<file path="config.mk">
export PLATFORM = sky130hd
export DESIGN_NAME = onehot_demux_buf
export DESIGN_NICKNAME = d
export VERILOG_FILES = /design/src/rtl/onehot_demux_buf.sv
export SDC_FILE = /design/constraint.sdc
export NUM_CORES = 1
export LEC_CHECK = 0
export CELL_PAD_IN_SITES_DETAIL_PLACEMENT = 1
export CELL_PAD_IN_SITES_GLOBAL_PLACEMENT = 1
export CORE_MARGIN = 2
export CORE_UTILIZATION = 48
export DETAILED_ROUTE_END_ITERATION = 16
export MAX_ROUTING_LAYER = met4
export PLACE_DENSITY_LB_ADDON = 0.1
export SYNTH_ARGS = -nofsm -noshare
export SYNTH_HDL_FRONTEND = slang
export SYNTH_SLANG_ARGS = --single-unit
export TNS_END_PERCENT = 50
</file>
<file path="constraint.sdc">
create_clock -name clk -period 4.88 [get_ports clk]
set_input_delay 0.732 -clock clk [delete_from_list [all_inputs] [get_ports clk]]
set_output_delay 0.732 -clock clk [all_outputs]
set_load 0.05 [all_outputs]
</file>
<file path="src/rtl/onehot_demux_buf.sv">
// onehot_demux_buf: steers one payload per cycle into one of N_OUTS channels,
// selected by a one-hot destination vector. Each channel has its own 2-entry FIFO
// and valid/ready handshake, so a stalled consumer only blocks its own channel.
//
// Ports:
//   clk        rising-edge clock
//   rst_aL     asynchronous active-low reset
//   in_valid   upstream payload valid
//   in_ready   upstream may transfer (sel one-hot and target channel can accept)
//   in_data    payload
//   in_sel     one-hot destination channel
//   out_valid  per-channel head valid
//   out_ready  per-channel consumer ready
//   out_data   per-channel head payload (index = channel)
//   occ        per-channel occupancy 0..2
//   sel_err    sticky flag: valid seen with a non-one-hot in_sel
module onehot_demux_buf #(
    parameter int unsigned WIDTH  = 32,
    parameter int unsigned N_OUTS = 4
) (
    input  logic                           clk,
    input  logic                           rst_aL,
    input  logic                           in_valid,
    output logic                           in_ready,
    input  logic [WIDTH-1:0]               in_data,
    input  logic [N_OUTS-1:0]              in_sel,
    output logic [N_OUTS-1:0]              out_valid,
    input  logic [N_OUTS-1:0]              out_ready,
    output logic [N_OUTS-1:0][WIDTH-1:0]   out_data,
    output logic [N_OUTS-1:0][1:0]         occ,
    output logic                           sel_err
);

    localparam logic [N_OUTS-1:0] SelOne = {{(N_OUTS-1){1'b0}}, 1'b1};

    logic [N_OUTS-1:0][1:0][WIDTH-1:0] mem_q, mem_d;
    logic [N_OUTS-1:0]                 rd_ptr_q, rd_ptr_d;
    logic [N_OUTS-1:0]                 wr_ptr_q, wr_ptr_d;
    logic [N_OUTS-1:0][1:0]            occ_q, occ_d;
    logic                              sel_err_q, sel_err_d;

    logic                              sel_ok;
    logic [N_OUTS-1:0]                 can_accept;
    logic [N_OUTS-1:0]                 push;
    logic [N_OUTS-1:0]                 pop;

    // Outputs come straight from storage; no bypass from in_data.
    always_comb begin
        for (int k = 0; k < N_OUTS; k++) begin
            out_valid[k] = (occ_q[k] != 2'd0);
            out_data[k]  = mem_q[k][rd_ptr_q[k]];
        end
        occ     = occ_q;
        sel_err = sel_err_q;
    end

    always_comb begin
        // Exactly one bit set: nonzero and clearing the lowest set bit leaves zero.
        sel_ok = (in_sel != '0) && ((in_sel & (in_sel - SelOne)) == '0);
        for (int k = 0; k < N_OUTS; k++) begin
            // A full channel still accepts if its head leaves this same cycle.
            can_accept[k] = (occ_q[k] != 2'd2) || out_ready[k];
        end
        in_ready = sel_ok && ((in_sel & can_accept) != '0);
        push     = (in_valid && in_ready) ? in_sel : '0;
        pop      = out_valid & out_ready;
    end

    always_comb begin
        mem_d     = mem_q;
        rd_ptr_d  = rd_ptr_q;
        wr_ptr_d  = wr_ptr_q;
        occ_d     = occ_q;
        sel_err_d = sel_err_q | (in_valid & ~sel_ok);
        for (int k = 0; k < N_OUTS; k++) begin
            if (push[k]) begin
                mem_d[k][wr_ptr_q[k]] = in_data;
                wr_ptr_d[k]           = ~wr_ptr_q[k];
            end
            if (pop[k]) begin
                rd_ptr_d[k] = ~rd_ptr_q[k];
            end
            case ({push[k], pop[k]})
                2'b10:   occ_d[k] = occ_q[k] + 2'd1;
                2'b01:   occ_d[k] = occ_q[k] - 2'd1;
                default: occ_d[k] = occ_q[k];
            endcase
        end
    end

    always_ff @(posedge clk or negedge rst_aL) begin
        if (!rst_aL) begin
            rd_ptr_q  <= '0;
            wr_ptr_q  <= '0;
            occ_q     <= '0;
            sel_err_q <= 1'b0;
        end else begin
            rd_ptr_q  <= rd_ptr_d;
            wr_ptr_q  <= wr_ptr_d;
            occ_q     <= occ_d;
            sel_err_q <= sel_err_d;
        end
    end

    // Payload storage needs no reset: it is only observed while out_valid is high.
    always_ff @(posedge clk) begin
        mem_q <= mem_d;
    end

    for (genvar g = 0; g < N_OUTS; g++) begin : g_chk
        a_occ_max : assert property (@(posedge clk) disable iff (!rst_aL)
            occ_q[g] <= 2'd2);
        a_valid_occ : assert property (@(posedge clk) disable iff (!rst_aL)
            out_valid[g] == (occ_q[g] != 2'd0));
    end

    a_one_push : assert property (@(posedge clk) disable iff (!rst_aL) $onehot0(push));

endmodule

</file>
==> flow_summary.yaml <==
status:
  status: "finished clean"
power_and_ir_drop:
  power_leakage_nw: 4.36
  p_sw_frac: 0.361
  power_density_nw_per_um2: 585
  combPwrFrac: 0.347
  switchingPower_mw: 2.79
  p_int_mw: 4.93
  ir_worst_vdd_v: 0.000348
  power_frac_clock: 0.265
  seqPwrFrac: 0.387
sta:
  min_period_over_period: 0.737
  rsz0062_at_grt: "false"
  hold_violations: 0
  fin_worst_skew_ns: 0.0113
  slew_viol_final: 0
  fin_crit_ns: 3.60
  setup_viol: 0
  worst_pin_slew_ns: 1.13
  fin_ws_ns: 1.28
  fmaxAchievable_mhz: 278
  relSlewSlack: 0.248
  final.setup.tns_ns: 0
cells_and_area:
  diodes: 0
  final_cell_count_no_fill: 979
  final_common_cell: "edfxtp_1"
  area_growth_pct: 29.9
  drive_gt1_frac: 0.263
  layout_common_cells: "edfxtp_1, clkdlybuf4s50_1, mux2_2"
  nets: 733
cts:
  cts_root_buf: "clkbuf_16"
  hold_buffers: 0
  clk_pin_slew_ns: 0.06
  post_cts.repair.setup_buffers: 0
  cts.sinks: 273
  cts.path.max_buffers: 3
  clk_latency_ns: 0.52
  cts_resized: 0
  numCtsBuffers: 27
  htreeDepth: 1
  cts_tree: "built"
worst_hold_path:
  hold_class: "reg2reg"
place:
  port_buffers: 184
  placed_cells: 932
  gp_congestion: 0.730
  place_worst_setup_slack_ns: 1.30
  dp_hpwl_mm: 13.6
logic_synthesis:
  ys_seq_area_frac: 0.799
  syn_area_um2: 10200
  syn-num-nets: 539
  ys_ff_latch: 273
  syn_inst: 492
  syn_area_per_cell_um2: 20.6
  ys_types: 25
  ys.warnings.count: 0
drt:
  drt-total-wl_mm: 22.3
  via_per_inst: 5.21
  ant_nets: 0
  first_pass_iters: 4
  drtIter0Drc: 269
  drc: 0
  wl_per_cell_um: 22.8
  vias: 5099
global_routing:
  grt_max_degree: 34
  grt_pass1_vias: 5678
  met3_usage: 0.0232
  use_met2: 0.357
  grt-busiest-layer: "met2"
  use_met1: 0.274
  grt.overflow.total: 0
  antenna_found_initial: 0
  grt_pass1_wl_mm: 34.1
  grt_use_total: 0.209
floorplanning:
  core-area_um2: 20900
  die_area_um2: 22300
  io_pins: 185
  initial_core_util: 0.486
  die_h_um: 149
  rows: 53
  fp.dieW_um: 149
critical_path:
  crit_type: "in2out"
  path_max_fanout: 6
  arrival_ns: 2.87
  crit_path_end_kind: "primary output"
  critical_path.startpoint_type: "input pin"
  reg2reg_setup_slack_ns: 2.30
  required_ns: 4.15
job:
  max_cap_viol_count: 0
## per-layer routing
metal / up-vias / wire length (um)
met5: - / 0
met2: 156 / 11400
met3: 33 / 1050
met1: 2618 / 9480
li1: 2292 / -
met4: 0 / 374
## cell type report
type                            instances  area [um2]
Clock buffer                           30         687
Tap cell                              275         344
Clock inverter                         17         191
Fill cell                            1774        7700
Multi-Input combinational cell        191        1970
Inverter                                9        33.8
Timing Repair Buffer                  184        1840
Sequential cell                       273        8120
## worst max-delay path: stages
cell	delay (ns)
clkdlybuf4s50_1	0.52
o21a_1	0.24
a311oi_1	0.24
a31oi_1	0.09
a41oi_1	0.20
clkdlybuf4s50_1	0.84
## state kept, by name, indices dropped and copies added, names as in the netlist
register  count
wr_ptr_q      4
rd_ptr_q      4
sel_err       1
mem_q       256
occ           8
## kinds of logic after synthesis
| group | after synthesis | synth area share |
|---|---|---|
| xor+xnor | 20 | 0.0187 |
| flops | 273 | 0.799 |
| simple gates | 29 | 0.0155 |
| fa+ha+maj | 4 | 0.00493 |
| compound gates | 10 | 0.00764 |
| buf+inv | 28 | 0.0122 |
| mux | 128 | 0.142 |
## synth_stat cells (all sizes together)
cell      n  share of area
dfrtp    17          0.042
nand4     1        0.00062
or2       4         0.0025
a311oi    1        0.00086
or3b      1        0.00086
clkbuf    4         0.0015
o31ai     4         0.0030
inv       9         0.0033
nor3      1        0.00049
xnor2    15          0.014
a41oi     2         0.0017
buf      15         0.0074
a31oi     1        0.00062
or4       2         0.0015
and2      5         0.0031
mux2    128           0.14
xor2      5         0.0043
nand2b    3         0.0018
nor2b     1        0.00062
nor2     11         0.0041
edfxtp  256           0.76
a21o      1        0.00074
ha        4         0.0049
o21a      1        0.00074
## per-stage QoR
stage	total power [mW]	hold WS, ns	utilization	instance area [um2]
6_report	7.72	0.466	0.631	13200
5_1_grt	7.96	0.490	0.631	13200
4_1_cts	7.79	0.472	0.631	13200
3_5_place_dp	5.72	0.453	0.589	12300
3_3_place_gp	5.70	0.458	0.589	12300
2_1_floorplan	4.81	0.436	-	10200
## worst paths after layout
path / startpoint / end / cells past startpoint
worst max register to register: occ[5] / mem_q[186] / 4
worst min register to register: sel_err / sel_err / 1
worst min-delay path: sel_err / sel_err / 1
min in group asynchronous: rst_aL / occ[6] / 1
worst max-delay path: in_sel[3] / in_ready / 6
max in group asynchronous: rst_aL / rd_ptr_q[2] / 1
## power groups by stage
stage	combinational, mW	sequential, mW	clock (mW)
global placement	2.67	3.03	0
global route	2.77	3.02	2.17
detailed placement	2.68	3.04	0
finish	2.68	2.99	2.05
CTS	2.70	3.00	2.09
floorplan	1.93	2.88	0
Power figures use the tool's default switching activity.
